**src/rtl/timer_pkg.sv**
```systemverilog
// timer_pkg
// Shared types and constants for the mm:ss BCD countdown timer.
//   timer_state_t : controller states (IDLE, RUN, PAUSE, DONE)
//   bcd_t         : one 4-bit BCD digit
//   BCD_MAX       : largest BCD digit value, wrap value for units and minutes
//   SEC_TENS_MAX  : wrap value for the seconds-tens digit
package timer_pkg;

  typedef enum logic [1:0] {
    IDLE  = 2'd0,
    RUN   = 2'd1,
    PAUSE = 2'd2,
    DONE  = 2'd3
  } timer_state_t;

  typedef logic [3:0] bcd_t;

  localparam bcd_t BCD_MAX      = 4'd9;
  localparam bcd_t SEC_TENS_MAX = 4'd5;

endpackage

```
**src/rtl/bcd_digit_down.sv**
```systemverilog
// bcd_digit_down
// One BCD digit of a down-counter, purely combinational.
// Ports:
//   digit      in  4  current digit value
//   dec_en     in  1  decrement this digit
//   wrap_val   in  4  value loaded when decrementing from 0
//   next_digit out 4  digit value after the (optional) decrement
//   borrow     out 1  high when the digit wrapped, i.e. the next digit up must decrement
module bcd_digit_down
  import timer_pkg::*;
(
  input  logic [3:0] digit,
  input  logic       dec_en,
  input  logic [3:0] wrap_val,
  output logic [3:0] next_digit,
  output logic       borrow
);

  // Decrement with wrap; the borrow only fires when this digit actually decremented from 0.
  always_comb begin
    next_digit = digit;
    borrow     = 1'b0;
    if (dec_en) begin
      if (digit == 4'd0) begin
        next_digit = wrap_val;
        borrow     = 1'b1;
      end else begin
        next_digit = digit - 4'd1;
      end
    end
  end

endmodule

```
**src/rtl/bcd_countdown_timer.sv**
```systemverilog
// bcd_countdown_timer
// Keypad entry plus mm:ss BCD countdown feeding the 7-segment decoder.
// Digits are shifted in while idle; the value counts down once every TICKS_PER_SEC
// tick pulses while running and stops in DONE at 0:00.
// Parameters:
//   TICKS_PER_SEC  tick pulses per decrement (1 = every tick)
// Ports:
//   clk          in  1  system clock, rising edge
//   reset        in  1  asynchronous active-high reset
//   tick         in  1  one-cycle enable pulse from the prescaler
//   digit        in  4  BCD keypad digit
//   digit_valid  in  1  strobe qualifying digit
//   start        in  1  start/resume request
//   stop         in  1  pause request
//   clear        in  1  synchronous clear to 0:00 / IDLE
//   sec_ones     out 4  seconds units
//   sec_tens     out 4  seconds tens
//   mins         out 4  minutes
//   running      out 1  high in RUN
//   done         out 1  high in DONE
// Configuration macro:
//   BCD_TIMER_DIGIT_CHECK_EN  when defined, keypad digits above 9 are ignored
module bcd_countdown_timer
  import timer_pkg::*;
#(
  parameter int TICKS_PER_SEC = 1
) (
  input  logic       clk,
  input  logic       reset,
  input  logic       tick,
  input  logic [3:0] digit,
  input  logic       digit_valid,
  input  logic       start,
  input  logic       stop,
  input  logic       clear,
  output logic [3:0] sec_ones,
  output logic [3:0] sec_tens,
  output logic [3:0] mins,
  output logic       running,
  output logic       done
);

  localparam int CW = (TICKS_PER_SEC > 1) ? $clog2(TICKS_PER_SEC) : 1;
  localparam logic [CW-1:0] CNT_LAST = CW'(TICKS_PER_SEC - 1);

  timer_state_t state, state_next;
  bcd_t         ones_next, tens_next, mins_next;
  logic [CW-1:0] cnt, cnt_next;

  logic dec_en;
  bcd_t ones_dec, tens_dec, mins_dec;
  logic ones_borrow, tens_borrow, mins_borrow;
  logic digit_ok;
  logic value_nonzero;
  logic dec_to_zero;

  // Three chained digit decrementers: units borrow into tens, tens borrow into minutes.
  bcd_digit_down u_ones (
    .digit      (sec_ones),
    .dec_en     (dec_en),
    .wrap_val   (BCD_MAX),
    .next_digit (ones_dec),
    .borrow     (ones_borrow)
  );

  bcd_digit_down u_tens (
    .digit      (sec_tens),
    .dec_en     (ones_borrow),
    .wrap_val   (SEC_TENS_MAX),
    .next_digit (tens_dec),
    .borrow     (tens_borrow)
  );

  bcd_digit_down u_mins (
    .digit      (mins),
    .dec_en     (tens_borrow),
    .wrap_val   (BCD_MAX),
    .next_digit (mins_dec),
    .borrow     (mins_borrow)
  );

`ifdef BCD_TIMER_DIGIT_CHECK_EN
  assign digit_ok = (digit <= BCD_MAX);
`else
  assign digit_ok = 1'b1;
`endif

  assign value_nonzero = (sec_ones != 4'd0) || (sec_tens != 4'd0) || (mins != 4'd0);
  // A minutes borrow would mean underflow past 0:00; treat it as reaching zero so the
  // counter saturates rather than wrapping to 9:59.
  assign dec_to_zero = ((ones_dec == 4'd0) && (tens_dec == 4'd0) && (mins_dec == 4'd0))
                       || mins_borrow;

  // Next-state and next-digit logic. The if/else chain encodes the input priority:
  // clear, then stop, then start, then digit entry or tick.
  always_comb begin
    state_next = state;
    ones_next  = sec_ones;
    tens_next  = sec_tens;
    mins_next  = mins;
    cnt_next   = cnt;
    dec_en     = 1'b0;
    if (clear) begin
      state_next = IDLE;
      ones_next  = 4'd0;
      tens_next  = 4'd0;
      mins_next  = 4'd0;
      cnt_next   = '0;
    end else if (stop) begin
      if (state == RUN) begin
        state_next = PAUSE;
      end
    end else if (start && ((state == IDLE && value_nonzero) || state == PAUSE)) begin
      // A fresh run restarts the prescaler; resuming from PAUSE keeps its count.
      if (state == IDLE) begin
        cnt_next = '0;
      end
      state_next = RUN;
    end else begin
      case (state)
        IDLE: begin
          if (digit_valid && digit_ok) begin
            mins_next = sec_tens;
            tens_next = sec_ones;
            ones_next = digit;
          end
        end
        RUN: begin
          if (tick) begin
            if (cnt == CNT_LAST) begin
              cnt_next = '0;
              dec_en   = 1'b1;
              if (dec_to_zero) begin
                state_next = DONE;
                ones_next  = 4'd0;
                tens_next  = 4'd0;
                mins_next  = 4'd0;
              end else begin
                ones_next = ones_dec;
                tens_next = tens_dec;
                mins_next = mins_dec;
              end
            end else begin
              cnt_next = cnt + 1'b1;
            end
          end
        end
        default: begin
        end
      endcase
    end
  end

  // State, digits, prescaler and the status flags all live in registers; the flags
  // are decoded from the next state so they line up with the digits.
  always_ff @(posedge clk or posedge reset) begin
    if (reset) begin
      state    <= IDLE;
      sec_ones <= 4'd0;
      sec_tens <= 4'd0;
      mins     <= 4'd0;
      cnt      <= '0;
      running  <= 1'b0;
      done     <= 1'b0;
    end else begin
      state    <= state_next;
      sec_ones <= ones_next;
      sec_tens <= tens_next;
      mins     <= mins_next;
      cnt      <= cnt_next;
      running  <= (state_next == RUN);
      done     <= (state_next == DONE);
    end
  end

endmodule

```
**config.mk**
```make
export PLATFORM = sky130hd
export DESIGN_NAME = bcd_countdown_timer
export DESIGN_NICKNAME = d
export VERILOG_FILES = /design/src/rtl/timer_pkg.sv /design/src/rtl/bcd_digit_down.sv /design/src/rtl/bcd_countdown_timer.sv
export SDC_FILE = /design/constraint.sdc
export NUM_CORES = 1
export LEC_CHECK = 0
export ABC_AREA = 1
export CAP_MARGIN = 20
export CELL_PAD_IN_SITES_DETAIL_PLACEMENT = 1
export CELL_PAD_IN_SITES_GLOBAL_PLACEMENT = 1
export CORE_ASPECT_RATIO = 1.2
export CORE_MARGIN = 4
export CORE_UTILIZATION = 30
export CTS_CLUSTER_SIZE = 40
export DETAILED_ROUTE_END_ITERATION = 7
export HOLD_SLACK_MARGIN = 0.15
export PLACE_DENSITY = 0.74
export SYNTH_ARGS = -nofsm -noshare
export SYNTH_HDL_FRONTEND = slang
export SYNTH_HIERARCHICAL = 1
export SYNTH_SLANG_ARGS = --single-unit
export TNS_END_PERCENT = 5
```
**constraint.sdc**
```tcl
create_clock -name clk -period 7.7 [get_ports clk]
set_clock_uncertainty 0.15 [all_clocks]
set_input_delay 1.54 -clock clk [delete_from_list [all_inputs] [get_ports clk]]
set_output_delay 1.54 -clock clk [all_outputs]
set_load 0.01 [all_outputs]
```
==> reports/results.tsv, run 1 <==
metric	value	unit
average wire per cell in the routed design	12.32	microns
library cells used by synthesis	24	
Post-DRT Antenna Nets	0	
Syn Area/Cell	5.739	sq um
# rows	28	
WHS	472.9	ps
Crit Path Class	input port to flop	
area of the die	6298	sq um
endpoints failing setup	0	
vias	1673	
# IOs	25	
die height	86.14	microns
Worst Hold Class	flop to flop	
H-Tree Depth	1	
pins over their slew limit	0	
most common cell after layout, fill and taps aside	nand2_1	
share of post-route cells with drive strength above 1	6.040	%
Crit Path Max Fanout	13	
Fin Setup TNS	0	ps
Power Density	121.8	nW/um^2
area delta synth->final	24.26	%
crit path DAT	5270	ps
final worst path period need	5234	ps
Core Util, Final	38.40	%
GRT Overall Usage	15.81	%
Tightest Pin Transition	975.3	ps
Final Cycle Share	67.97	%
maximum capacitance violations	0	
Num CTS Buffers	3	
ANT cells	0	
initial core utilization	30.90	%
DR iter-0 viols	36	
Port-buffer cells	24	
GP Congestion	0.8396	
RSZ-0062 raised after global routing	false	
startpoint types	input port	
Clk Tree Root Cell	clkbuf_8	
Max Clk Rate	0.1911	GHz
Vias/cell	4.673	
Post-route DRC	0	
P_leak	0.001034	uW
outcome	finished, final reports clean	
Syn Inst Count	266	
register area share after synthesis	26.23	%
DRT Pass-1 Iters	4	
setup bufs post-CTS	0	
die width	73.12	microns
total gr overflow	0	
fin nets	313	
antenna violations before repair	0	
Clock Tree Buf Depth	2	
CP endpoint kind	flop	
Clock Latency Late Sink	260	ps
drt total wl	4.409	mm
Syn. warnings	6	
Peak VDD IR	0.00003730	V
largest net degree at the start of global routing	17	
cts repair resizes	0	
Slew headroom	34.38	%
Reg2Reg Depth	18	
Clock Sinks	16	
final hold violations	0	
vias in the first global route	1743	
HPWL Detailed	3.474	mm
Worst-path clk slew	70	ps
total core area	4940	sq um
global-route wire length before repair	7.928	mm
Netlist Area Pre-Place	1526	sq um
cts hold-fix bufs	0	
Hold Path Stages	2	
CP required	7730	ps
Worst R2R Setup Slack	3730	ps
Seq cells post-synth	16	
most frequent cells in the layout	nand2_1, inv_1, nand3_1, clkdlybuf4s50_1, nor2_1	
CTS tree	yes	
flip-flops by register name, summed over array words and instances (netlist names):
register / count
mins: 4
state: 2
sec_tens: 4
done: 1
sec_ones: 4
running: 1
synth_stat cells, drive strengths merged:
cell type / instances / area, sq um
nand2: 105 / 414.2
inv: 44 / 165.2
nand3: 31 / 155.2
nor2: 27 / 125.1
o21ai: 22 / 110.1
dfrtp: 16 / 400.4
buf: 4 / 30.02
a21oi: 3 / 26.28
ha: 3 / 37.54
o211ai: 3 / 22.52
clkbuf: 2 / 7.510
conb: 2 / 7.510
a31oi: 1 / 6.260
and2: 1 / 6.260
nor4: 1 / 6.260
or2: 1 / 6.260
path summary, 6_finish.rpt:
path	start	to
max in group asynchronous	reset	sec_ones[2]
worst min-delay path	mins[1]	mins[1]
worst max register to register	state[1]	running
worst max-delay path	clear	running
min in group asynchronous	reset	sec_ones[3]
worst min register to register	mins[1]	mins[1]
layout make-up:
type | instances | area, sq um
sequential | 16 | 400.4
timing repair buffer | 24 | 240.2
multi-input combinational | 210 | 960.9
clock buffer | 4 | 55.05
fill | 678 | 3043
tap | 60 | 75.07
inverter | 44 | 165.2
kinds of logic after synthesis:
family,synth area share (%)
DFF,26.23
other,0.4920
AOI/OAI and AO/OA,10.82
and+or+nand+nor,46.72
adders and majority gates,2.459
buffers and inverters,13.28
routing by layer:
| metal | track usage, % | routed length, microns | vias to the layer above |
|---|---|---|---|
| li1 | - | - | 873 |
| met1 | 19.63 | 2013 | 779 |
| met2 | 28.07 | 2249 | 16 |
| met3 | 0.8206 | 67 | 5 |
| met4 | 6.040 | 78 | 0 |
| met5 | 0 | 0 | - |
where the power goes:
part           total (uW)  internal [uW]  leakage, uW  switching [uW]
registers            91.1           86.6     0.000221            4.48
clock network        79.1           45.6    0.0000288            33.5
logic                60.9           22.0     0.000784            38.9
total                 231            154      0.00103            76.9
critical path, stage by stage:
cell             delay [ps]
clkdlybuf4s50_1         570
nor4_1                  890
inv_1                   140
nor2_1                  420
inv_1                   110
nor2_1                  320
nand2_1                  90
inv_1                    70
o211ai_1                 70
o21ai_0                 110
nor2_1                   70
and2_0                  170
nand2_1                  70
nand2_1                 230
nand2_1                 140
nand2_1                  80
a21oi_1                 160
per-stage QoR:
stage	std cells	instance area, sq um	setup WS [ps]	power [uW]
3_3_place_gp	354	1842	2337	152.9
4_1_cts	358	1897	2432	233.2
2_1_floorplan	276	1564	3534	134.2
5_1_grt	358	1897	1859	244.1
3_5_place_dp	354	1842	2173	154.1
6_report	358	1897	2466	231.1
Power figures use the tool's default switching activity.
==> run 2: changes to the inputs <==
--- a/config.mk
+++ b/config.mk
@@ -15,7 +15,7 @@
 export CTS_CLUSTER_SIZE = 40
 export DETAILED_ROUTE_END_ITERATION = 7
 export HOLD_SLACK_MARGIN = 0.15
-export PLACE_DENSITY = 0.74
+export PLACE_DENSITY = 0.77
 export SYNTH_ARGS = -nofsm -noshare
 export SYNTH_HDL_FRONTEND = slang
 export SYNTH_HIERARCHICAL = 1
==> constraint.sdc (replaced) <==
create_clock -name clk -period 4.6 [get_ports clk]
set_clock_uncertainty 0.15 [all_clocks]
set_input_delay 0.92 -clock clk [delete_from_list [all_inputs] [get_ports clk]]
set_output_delay 0.92 -clock clk [all_outputs]
set_load 0.01 [all_outputs]
==> run 2 against run 1 <==
Effect of this change: core utilization increased by 0.30 points; setup slack got worse by 1800 ps; combinational power rose by 67%; critical path type unchanged; largest cell class unchanged.
==> reports/results.tsv, run 2 (synthesized netlist as in run 1, its figures left out) <==
metric	value	unit
GP Congestion	0.7692	
Tightest Pin Transition	625.0	ps
area delta synth->final	25.25	%
Fin Setup TNS	0	ps
Pint	258.0	uW
outcome	finished, final reports clean	
# IOs	25	
Seq pwr share	39.7	%
Crit Path Max Fanout	13	
largest net degree at the start of global routing	17	
Post-route DRC	0	
GRT Overall Usage	15.45	%
Clk network pwr share	33.7	%
final hold violations	0	
die width	73.12	microns
Clock Tree Buf Depth	2	
startpoint types	input port	
Worst-path clk slew	70	ps
Power Density	200.9	nW/um^2
Port-buffer cells	24	
fin nets	315	
Clock Latency Late Sink	250	ps
Peak VDD IR	0.00008380	V
RSZ-0062 raised after global routing	false	
total net switching power	126.1	uW
setup bufs post-CTS	0	
Vias/cell	4.714	
Sw Share	32.83	%
pins over their slew limit	0	
endpoints failing setup	0	
FF-to-FF Start	state[1]	
crit path DAT	3920	ps
Clock Sinks	16	
CP endpoint kind	flop	
CP required	4600	ps
Num CTS Buffers	3	
average wire per cell in the routed design	12.43	microns
total gr overflow	0	
maximum capacitance violations	0	
final worst path period need	3917	ps
Slew headroom	58.29	%
Worst Hold Class	flop to flop	
CP peak stage delay	560	ps
Crit Path Class	input port to flop	
most frequent cells in the layout	nand2_1, inv_1, nand3_1, clkdlybuf4s50_1, nor2_1	
vias	1697	
total core area	4940	sq um
crit-path most repeated cell	nand2_1	
Total Power	384.0	uW
CP Launch Point	clear	
Post-DRT Antenna Nets	0	
CTS tree	yes	
DR iter-0 viols	36	
CP Cell Sequence	clkdlybuf4s50_1 -> nor4_1 -> buf_4 -> inv_1 -> nor2_1 -> inv_1 -> nor2_1 -> nand2_1 -> inv_1 -> o211ai_1 -> o21ai_0 -> nor2_1 -> and2_0 -> nand2_1 -> nand2_1 -> nand2_1 -> nand2_1 -> nand2_1 -> nor2_1	
combinational share of power	26.6	%
antenna violations before repair	0	
global-route wire length before repair	7.941	mm
most common cell after layout, fill and taps aside	nand2_1	
cts repair resizes	0	
DRT Pass-1 Iters	4	
vias in the first global route	1792	
Max Clk Rate	0.2553	GHz
ANT cells	0	
cts hold-fix bufs	0	
largest registers	mins: 4 flops, sec_ones: 4 flops, sec_tens: 4 flops	
H-Tree Depth	1	
# rows	28	
Clk Tree Root Cell	clkbuf_8	
area of the die	6298	sq um
P_leak	0.001045	uW
slowest stage cell, crit path	clkdlybuf4s50_1	
min-delay src	mins[1]	
Final Cycle Share	85.15	%
share of post-route cells with drive strength above 1	6.667	%
HPWL Detailed	3.437	mm
drt total wl	4.476	mm
initial core utilization	30.90	%
die height	86.14	microns
-- run 2: cell types whose count changed in the layout (fill, tap and decap cells not counted) --
cell,delta
buf_4,+2
-- run 2: through the flow --
stage	setup slack [ps]	cell area [sq um]	hold WS, ps	utilization, %	cells
after floorplan	1054	1564	443.6	-	276
after global placement	511.3	1857	458.8	37.59	356
after detailed placement	448.9	1857	469.3	37.59	356
after CTS	680.2	1912	483.7	38.70	360
after global routing	292.0	1912	523.0	38.70	360
final	683.0	1912	481.0	38.70	360
-- run 2: routing by layer --
layer  global-route usage [%]  up-vias  part of all wire [%]  wire length, microns
met4                    4.027        0                  0.98                    44
met3                   0.8206        4                   1.4                    63
met1                    18.62      798                    45                  2020
li1                         -      876                     -                     -
met2                    28.97       19                    52                  2347
met5                        0        -                     0                     0
-- run 2: worst paths after layout --
path                       cells after the start           to  slack (ps)
min                                            2      mins[1]         480
max in group asynchronous                      2  sec_tens[2]        3010
max                                           19         done         680
min reg2reg                                    2      mins[1]         480
min in group asynchronous                      2      mins[0]         890
max reg2reg                                   20         done        1300
-- run 2: cell type report --
cell class / count / area [sq um]
clock buffer: 4 / 55.05
multi-input combinational: 210 / 960.9
sequential: 16 / 400.4
tap: 60 / 75.07
timing repair buffer: 26 / 255.2
fill: 687 / 3028
inverter: 44 / 165.2
-- run 2: worst max-delay path: cells and delay by family --
kind / cells / cell delay (ps)
buffers and inverters: 5 / 970
AO/OA/AOI/OAI: 2 / 200
AND/OR/NAND/NOR: 12 / 1820
-- run 2: power by group through the flow --
stage | clock network, uW | logic, uW | registers [uW]
final | 129 | 102 | 153
after global routing | 137 | 119 | 154
after CTS | 130 | 103 | 153
after detailed placement | 0 | 102 | 155
after global placement | 0 | 100 | 155
after floorplan | 0 | 70.5 | 154
==> run 3: changes to the inputs <==
--- a/config.mk
+++ b/config.mk
@@ -6,7 +6,6 @@
 export NUM_CORES = 1
 export LEC_CHECK = 0
 export ABC_AREA = 1
-export CAP_MARGIN = 20
 export CELL_PAD_IN_SITES_DETAIL_PLACEMENT = 1
 export CELL_PAD_IN_SITES_GLOBAL_PLACEMENT = 1
 export CORE_ASPECT_RATIO = 1.2
==> results of run 3 <==
Final layout, timing and power as in run 2 (identical DEF).
